[src/rtl/gemm_pkg.sv]
// Shared sizes, tag payload and bank state type for the GEMM C-tile output path.
package gemm_pkg;

   localparam int unsigned M          = 4;
   localparam int unsigned N          = 4;
   localparam int unsigned DATA_WIDTH = 16;
   localparam int unsigned IDX_WIDTH  = 16;
   localparam int unsigned ELEMS      = M * N;
   localparam int unsigned TILE_W     = ELEMS * DATA_WIDTH;
   localparam int unsigned ROW_W      = $clog2(M);
   localparam int unsigned COL_W      = $clog2(N);
   localparam int unsigned EIDX_W     = $clog2(ELEMS);
   localparam int unsigned CNT_W      = 16;

   typedef struct packed {
      logic [IDX_WIDTH-1:0] m_idx;
      logic [IDX_WIDTH-1:0] n_idx;
   } tile_tag_t;

   typedef enum logic {
      BANK_EMPTY = 1'b0,
      BANK_FULL  = 1'b1
   } bank_state_t;

endpackage

[src/rtl/c_tile_bank.sv]
// One ping-pong bank: full C tile plus its coordinate tag, loaded in parallel,
// read one element at a time by row-major index.
module c_tile_bank
   import gemm_pkg::*;
(
   input  logic                  clk,
   input  logic                  we,
   input  logic [TILE_W-1:0]     wr_data,
   input  tile_tag_t             wr_tag,
   input  logic [EIDX_W-1:0]     rd_idx,
   output logic [DATA_WIDTH-1:0] rd_elem,
   output tile_tag_t             rd_tag
);

   logic [ELEMS-1:0][DATA_WIDTH-1:0] data_q, data_d;
   tile_tag_t                        tag_q, tag_d;

   always_comb begin
      data_d = data_q;
      tag_d  = tag_q;
      if (we) begin
         data_d = wr_data;
         tag_d  = wr_tag;
      end
   end

   // Storage only; validity is tracked by the owner, so no reset is needed here.
   always_ff @(posedge clk) begin
      data_q <= data_d;
      tag_q  <= tag_d;
   end

   assign rd_elem = data_q[rd_idx];
   assign rd_tag  = tag_q;

endmodule

[src/rtl/c_tile_drain.sv]
// Drain end of the 4x4 GEMM output path: two-bank ping-pong buffer that accepts
// whole C tiles and streams them row-major, one element per handshake.
module c_tile_drain
   import gemm_pkg::*;
(
   input  logic                  clk,
   input  logic                  rst,
   input  logic                  flush,
   input  logic                  tile_valid,
   output logic                  tile_ready,
   input  logic [TILE_W-1:0]     tile_data,
   input  logic [IDX_WIDTH-1:0]  tile_m_idx,
   input  logic [IDX_WIDTH-1:0]  tile_n_idx,
   output logic                  out_valid,
   input  logic                  out_ready,
   output logic [DATA_WIDTH-1:0] out_data,
   output logic [ROW_W-1:0]      out_row,
   output logic [COL_W-1:0]      out_col,
   output logic [IDX_WIDTH-1:0]  out_tile_m,
   output logic [IDX_WIDTH-1:0]  out_tile_n,
   output logic                  out_last,
   output logic                  busy,
   output logic [CNT_W-1:0]      tiles_drained
);

   bank_state_t          bank_q [2];
   bank_state_t          bank_d [2];
   logic                 wr_sel_q, wr_sel_d;
   logic                 rd_sel_q, rd_sel_d;
   logic [EIDX_W-1:0]    idx_q, idx_d;
   logic [CNT_W-1:0]     drained_q, drained_d;

   logic                 load_c;
   logic                 hs_c;
   logic                 last_c;
   logic [DATA_WIDTH-1:0] elem_c [2];
   tile_tag_t            tag_c [2];
   tile_tag_t            wr_tag_c;

   assign wr_tag_c = '{m_idx: tile_m_idx, n_idx: tile_n_idx};

   for (genvar i = 0; i < 2; i++) begin : g_bank
      c_tile_bank u_bank (
         .clk     (clk),
         .we      (load_c && (wr_sel_q == 1'(i))),
         .wr_data (tile_data),
         .wr_tag  (wr_tag_c),
         .rd_idx  (idx_q),
         .rd_elem (elem_c[i]),
         .rd_tag  (tag_c[i])
      );
   end

   // Handshake qualifiers come from registered state only; flush blocks a load.
   assign tile_ready = (bank_q[wr_sel_q] == BANK_EMPTY);
   assign out_valid  = (bank_q[rd_sel_q] == BANK_FULL);
   assign load_c     = tile_valid && tile_ready && !flush;
   assign hs_c       = out_valid && out_ready;
   assign last_c     = out_valid && (idx_q == EIDX_W'(ELEMS - 1));

   always_comb begin
      bank_d    = bank_q;
      wr_sel_d  = wr_sel_q;
      rd_sel_d  = rd_sel_q;
      idx_d     = idx_q;
      drained_d = drained_q;
      if (flush) begin
         bank_d[0] = BANK_EMPTY;
         bank_d[1] = BANK_EMPTY;
         wr_sel_d  = 1'b0;
         rd_sel_d  = 1'b0;
         idx_d     = '0;
      end else begin
         // Load and free always target different banks, so both may apply.
         if (load_c) begin
            bank_d[wr_sel_q] = BANK_FULL;
            wr_sel_d         = ~wr_sel_q;
         end
         if (hs_c) begin
            if (last_c) begin
               bank_d[rd_sel_q] = BANK_EMPTY;
               rd_sel_d         = ~rd_sel_q;
               idx_d            = '0;
               drained_d        = drained_q + CNT_W'(1);
            end else begin
               idx_d = idx_q + EIDX_W'(1);
            end
         end
      end
   end

   always_ff @(posedge clk or posedge rst) begin
      if (rst) begin
         bank_q[0] <= BANK_EMPTY;
         bank_q[1] <= BANK_EMPTY;
         wr_sel_q  <= 1'b0;
         rd_sel_q  <= 1'b0;
         idx_q     <= '0;
         drained_q <= '0;
      end else begin
         bank_q    <= bank_d;
         wr_sel_q  <= wr_sel_d;
         rd_sel_q  <= rd_sel_d;
         idx_q     <= idx_d;
         drained_q <= drained_d;
      end
   end

   // Payload is forced to zero while idle so stale bank contents never show.
   assign out_data      = out_valid ? elem_c[rd_sel_q] : '0;
   assign out_tile_m    = out_valid ? tag_c[rd_sel_q].m_idx : '0;
   assign out_tile_n    = out_valid ? tag_c[rd_sel_q].n_idx : '0;
   assign out_row       = ROW_W'(idx_q / EIDX_W'(N));
   assign out_col       = COL_W'(idx_q % EIDX_W'(N));
   assign out_last      = last_c;
   assign busy          = (bank_q[0] == BANK_FULL) || (bank_q[1] == BANK_FULL);
   assign tiles_drained = drained_q;

endmodule

[config.mk]
export PLATFORM = sky130hd
export DESIGN_NAME = c_tile_drain
export DESIGN_NICKNAME = d
export VERILOG_FILES = /design/src/rtl/gemm_pkg.sv /design/src/rtl/c_tile_bank.sv /design/src/rtl/c_tile_drain.sv
export SDC_FILE = /design/constraint.sdc
export NUM_CORES = 1
export LEC_CHECK = 0
export CAP_MARGIN = 15
export CORE_UTILIZATION = 45
export CTS_CLUSTER_DIAMETER = 60
export DETAILED_ROUTE_END_ITERATION = 8
export PLACE_DENSITY = 0.69
export SLEW_MARGIN = 40
export SYNTH_ARGS = -nofsm -noshare
export SYNTH_HDL_FRONTEND = slang
export SYNTH_HIERARCHICAL = 1
export SYNTH_SLANG_ARGS = --single-unit
[constraint.sdc]
create_clock -name clk -period 25.5 [get_ports clk]
set_input_delay 6.375 -clock clk [delete_from_list [all_inputs] [get_ports clk]]
set_output_delay 6.375 -clock clk [all_outputs]
set_load 0.01 [all_outputs]
# ---- Word level (Yosys, flattened, before mapping)
# Cells that the tools add are included.
dict set report totals {
  regBits 600
  latch_bits 0
  mem_bits_rw 0
  mem_bits_ro 0
  in_bits 293
  output_inout_bits 72
  mem_count 0
}
dict set report classes {
  n_addsub 2
  n_mul 0
  div_mod_pow 0
  n_lt_le_gt_ge 5
  eq_ne 1
  shifts 0
  n_mux 36
  bitwise 9
  n_reduce_logical 15
}
# operator n
set op_table {}
lappend op_table {{$bmux 16 s4} 2}
lappend op_table {{$mux 16} 8}
lappend op_table {{$mux 32} 3}
lappend op_table {{$add 16x1->16 const B} 1}
lappend op_table {{$mux 1} 13}
lappend op_table {{$mux 4} 3}
lappend op_table {{$mux 2} 5}
lappend op_table {{$logic_and 1x1->1} 8}
lappend op_table {{$reduce_bool 2->1} 3}
lappend op_table {{$lt 4x5->1 const B} 1}
lappend op_table {{$add 4x1->4 const B} 1}
lappend op_table {{$eq 4x4->1 const B} 1}
lappend op_table {{$ge 2x2->1 const B} 2}
lappend op_table {{$lt 2x1->1 const B} 2}
lappend op_table {{$not 1->1} 4}
lappend op_table {{$not 1->2} 2}
lappend op_table {{$reduce_and 3->1} 1}
lappend op_table {{$and 2x2->2} 1}
lappend op_table {{$demux 1 s1} 2}
lappend op_table {{$not 2->2} 1}
lappend op_table {{$or 2x2->2} 1}
lappend op_table {{$reduce_and 2->1} 1}
lappend op_table {{$logic_not 1->1} 1}
lappend op_table {{$logic_or 1x1->1} 1}

# ---- Depth between registers and ports, before layout
dict set report logic_depth {
  ltp_word 13
  mapped_depth 7
}

# ---- Hierarchy
# The synthesis kept the hierarchy.
# module n_inst cells_per_inst area_each_um2 seq_area_each_um2
set by_module_without_submodules {}
lappend by_module_without_submodules {c_tile_bank 2 425 10581.4 8648.3}
lappend by_module_without_submodules {c_tile_drain 1 226 1933.1 600.6}

# ---- Worst setup path before layout
# Ideal clock, no wire load.
dict set report synth_path {
  kind {input to register}
  from {input port flush}
  to {register g_bank[1].u_bank/data_q[0] in the netlist's numbering (enable)}
  setup_time_ns 1.352
  t_arrival_ns 27.382
  t_required_ns 24.148
  slack_ns -3.234
  path_stages 3
  cell_sequence {buf_2 -> nand2b_1 -> nor3b_1}
}
dict set report synth_via {
  elab_chain_len 3
}
# item line_no
set synth_rtl {}
lappend synth_rtl {{start, declared} c_tile_drain.sv:8} ;# input logic flush,
lappend synth_rtl {{$logic_not 1->1} c_tile_drain.sv:57} ;# assign load_c = tile_valid && tile_ready && !flush;
lappend synth_rtl {{$logic_and 1x1->1} c_tile_drain.sv:57}
lappend synth_rtl {{$logic_and 1x1->1} c_tile_drain.sv:45} ;# .we (load_c && (wr_sel_q == 1'(i))),
lappend synth_rtl {{end signal, assigned} c_tile_bank.sv:29} ;# data_q <= data_d;
lappend synth_rtl {{end, declared} c_tile_bank.sv:15} ;# logic [ELEMS-1:0][DATA_WIDTH-1:0] data_q, data_d;
# No other way between the ends.
# A chain may end at the register's enable or synchronous reset.

==> out/qor.yml <==
route:
  wirelength_um: 53800
  vias_per_cell: 5.46
  wire_per_inst_um: 24.6
  drt_iter0_markers: 1094
  firstDrtPassIters: 5
  drcViolationCount: 0
  vias: 12000
  ant_nets: 0
worst_setup_path:
  reg2reg_to: "g_bank[0].u_bank/data_q[58]$_DFFE_PP_"
  cp.buffers_inverters: 2
  cp_top_family: "buffers and inverters"
  timing.rr.start: "bank_q[1]$_DFF_PP0_"
  criticalPathCategory: "reg -> out"
  max_stage_delay_ns: 0.78
  crit_path_end_kind: "output port"
  slowest_stage: "dfrtp_4"
  cp.arrival_ns: 4.00
  cp.required_ns: 19.12
  reg2reg_depth: 4
  critical_path.cell_chain: "buf_6 -> mux4_2 -> a22oi_1 -> nand2_1 -> mux2i_1 -> nor2_1 -> clkdlybuf4s50_1"
  rrSetupSlack_ns: 22.60
  path_max_fanout: 55
  startpoint_type: "flop"
pwr:
  switching_power_uw: 419
  clock_power_share_pct: 39.3
  pwr-share-comb_pct: 6.2
  power.internal_uw: 1650
  power_density_nw_per_um2: 70.6
  ir_drop_uv: 46.4
  p_seq_share_pct: 54.5
  swShare_pct: 20.2
  p_leak_uw: 0.00940
final_layout:
  final_core_util_pct: 58.3
  multi_input_area_sq_um: 4880
  layout.cells.non_filler: 2189
  seq_area_sq_um: 17900
  finalInstanceArea_sq_um: 29400
  synthToLayoutAreaGrowth_pct: 27.2
  fin_nets: 1760
  nFillCells: 3679
  layout-drive-gt1-share_pct: 15.4
yosys:
  synth_nets: 1371
  syn_area_per_cell_sq_um: 21.5
  async_flop_share_pct: 4.00
  synth_cell_types: 38
  synthCells: 1076
  synth_area_sq_um: 23100
  synthFlopType: "edfxtp_1"
  synth.ff_latch_count: 600
  synth_warnings: 6
  synth_edf_count: 576
  seq_area_frac_synth_pct: 77.5
min_path:
  hold_end: "tiles_drained[15]$_DFFE_PP0P_"
  hold_start: "tiles_drained[15]$_DFFE_PP0P_"
  whs_path_depth: 1
  hold_path.class: "reg -> reg"
floorplanning:
  die_w_um: 229
  core.rowCount: 82
  ios: 365
  initial_core_util_pct: 45.8
  die_h_um: 229
  dieArea_sq_um: 52200
  core_sq_um: 50400
clocking:
  cts_tree: "done"
  root_buffer: "clkbuf_16"
  cts_max_level: 2
  cts_setup_buffers: 0
  clock_latency_ns: 0.61
  cts_max_path_buffers: 3
  cts_resized: 0
  clk_pin_slew_ns: 0.06
  hold_buffers: 0
  cts_sinks: 600
  cts_buffers: 58
place:
  post-dp-hpwl_um: 35600
  placed_cells: 2076
  gp_congestion: 0.806
  place_ws_ns: 15.67
  io_buffers: 364
  placed_cell_area_sq_um: 27500
grt:
  grt_max_degree: 126
  track_usage_pct: 20.7
  overflow: 0
  antenna_found_initial: 8
  grt_pass1_vias: 12500
  grt_pass1_wl_um: 79300
job:
  maxCapViolCount: 0
timing:
  slew_headroom_pct: 48.9
  skew_ns: 0.0150
  final-hold-violation-count: 0
  finalWorstSetupSlack_ns: 15.13
  worst_pin_slew_ns: 0.767
  finalSetupViolations: 0
  tns_ns: 0
  max_freq_ghz: 0.0964
  min_period_over_period_pct: 40.7
  rsz0062_at_grt: "false"
  timing.final.max_slew_violations: 0
  fin_crit_ns: 10.37
status:
  status: "finished clean"
[cells in the mapped netlist (2+ instances only)]
| master | instances | area share, % |
|---|---|---|
| edfxtp_1 | 576 | 75 |
| mux4_2 | 108 | 11 |
| a22oi_1 | 65 | 2.1 |
| nor2_1 | 59 | 0.96 |
| mux2i_1 | 49 | 2.1 |
| nand2_1 | 41 | 0.67 |
| dfrtp_1 | 24 | 2.6 |
| buf_2 | 20 | 0.43 |
| mux4_1 | 20 | 2.3 |
| clkbuf_1 | 18 | 0.29 |
| xor2_1 | 11 | 0.42 |
| buf_4 | 9 | 0.29 |
| buf_6 | 8 | 0.39 |
| nand4_1 | 7 | 0.19 |
| a21oi_1 | 6 | 0.13 |
| inv_1 | 6 | 0.098 |
| nand3_1 | 6 | 0.13 |
| nor2b_1 | 5 | 0.14 |
| xnor2_1 | 5 | 0.19 |
| and2_1 | 4 | 0.11 |
| or3_1 | 4 | 0.11 |
| nor3_1 | 3 | 0.065 |
| and3_1 | 2 | 0.054 |
| and4_1 | 2 | 0.076 |
| ha_1 | 2 | 0.11 |
| nor3_2 | 2 | 0.087 |
| nor4_2 | 2 | 0.11 |
| o21ai_0 | 2 | 0.043 |
[power by group through the flow]
stage,Combinational [uW],Sequential (uW),Clock (uW)
after floorplan,53.7,1160,0
after global placement,126,1150,0
after detailed placement,130,1150,0
after CTS,130,1130,832
after global routing,138,1130,868
final,129,1130,816
[cells in the final DEF (no fill, tap or decap), types with 2 or more instances in the layout]
cell type        netlist  layout
buf_4                  9      10
edfxtp_1             576     576
buf_16                 0       2
and4_1                 2       2
buf_12                 0       3
mux4_2               108     108
dfrtp_1               24      21
ha_1                   2       2
nor4_2                 2       2
xor2_1                11      11
and2_1                 4       4
nor2b_2                0       4
dfrtp_4                0       3
mux4_1                20      20
clkbuf_8               0       4
a21oi_1                6       6
and3_1                 2       2
o21ai_0                2       2
inv_1                  6       4
bufinv_16              0       2
nand2_1               41      41
nor2_2                 0       2
xnor2_1                5       5
clkbuf_1              18      15
mux2i_1               49      49
nand4_1                7       7
a22oi_1               65      65
clkbuf_16              0      60
buf_6                  8       5
or3_1                  4       4
nor3_2                 2       2
diode_2                0       4
nor2_1                59      57
nor3_1                 3       3
clkdlybuf4s50_1        0     364
nand3_1                6       6
clkinv_2               1      15
clkinv_1               0       9
[per-stage QoR]
stage | hold slack (ns) | total power, uW
4_1_cts | 0.469 | 2090
2_1_floorplan | 0.504 | 1210
3_3_place_gp | 0.460 | 1280
5_1_grt | 0.492 | 2140
6_report | 0.462 | 2070
3_5_place_dp | 0.459 | 1280
[registers in the layout, indices dropped and copies added, names as in the netlist]
| name | cells |
|---|---|
| wr_sel_q | 1 |
| tiles_drained | 16 |
| bank_q | 2 |
| g_bank.u_bank/rd_tag | 64 |
| idx_q | 4 |
| g_bank.u_bank/data_q | 512 |
| rd_sel_q | 1 |
[routing by layer]
| metal | GRT usage (%) | wire length [um] |
|---|---|---|
| met4 | 5.45 | 1030 |
| met5 | 0 | 74 |
| met1 | 28.8 | 22700 |
| met2 | 33.0 | 25600 |
| met3 | 4.60 | 4460 |
[cell type report]
type	instances	share of cell area [%]
sequential	600	60.9
multi-input combinational	414	16.6
timing repair buffer	384	13.2
clock buffer	79	5.49
tap	672	2.86
clock inverter	29	0.681
inverter	7	0.136
antenna	4	0.0341
[worst max-delay path by stage]
stage | cells after the start | slack (ns) | from | to
floorplan | 3 | 6.96 | flush | g_bank[1].u_bank/data_q[0]$_DFFE_PP_
global placement | 7 | 15.46 | idx_q[1]$_DFFE_PP0P_ | out_data[5]
detailed placement | 7 | 15.67 | idx_q[1]$_DFFE_PP0P_ | out_data[12]
CTS | 7 | 15.00 | idx_q[1]$_DFFE_PP0P_ | out_data[12]
global route | 7 | 14.85 | idx_q[0]$_DFFE_PP0P_ | out_data[12]
finish | 7 | 15.13 | idx_q[0]$_DFFE_PP0P_ | out_data[5]
[logic make-up after synthesis]
| logic type | share of synthesized area, % |
|---|---|
| AND/OR/NAND/NOR | 2.92 |
| AO/OA/AOI/OAI | 2.31 |
| buffers and inverters | 1.53 |
| adder cells (fa/ha/maj) | 0.108 |
| flip-flops | 77.5 |
| multiplexers | 15.0 |
| XOR/XNOR | 0.607 |
Power figures use the tool's default switching activity.
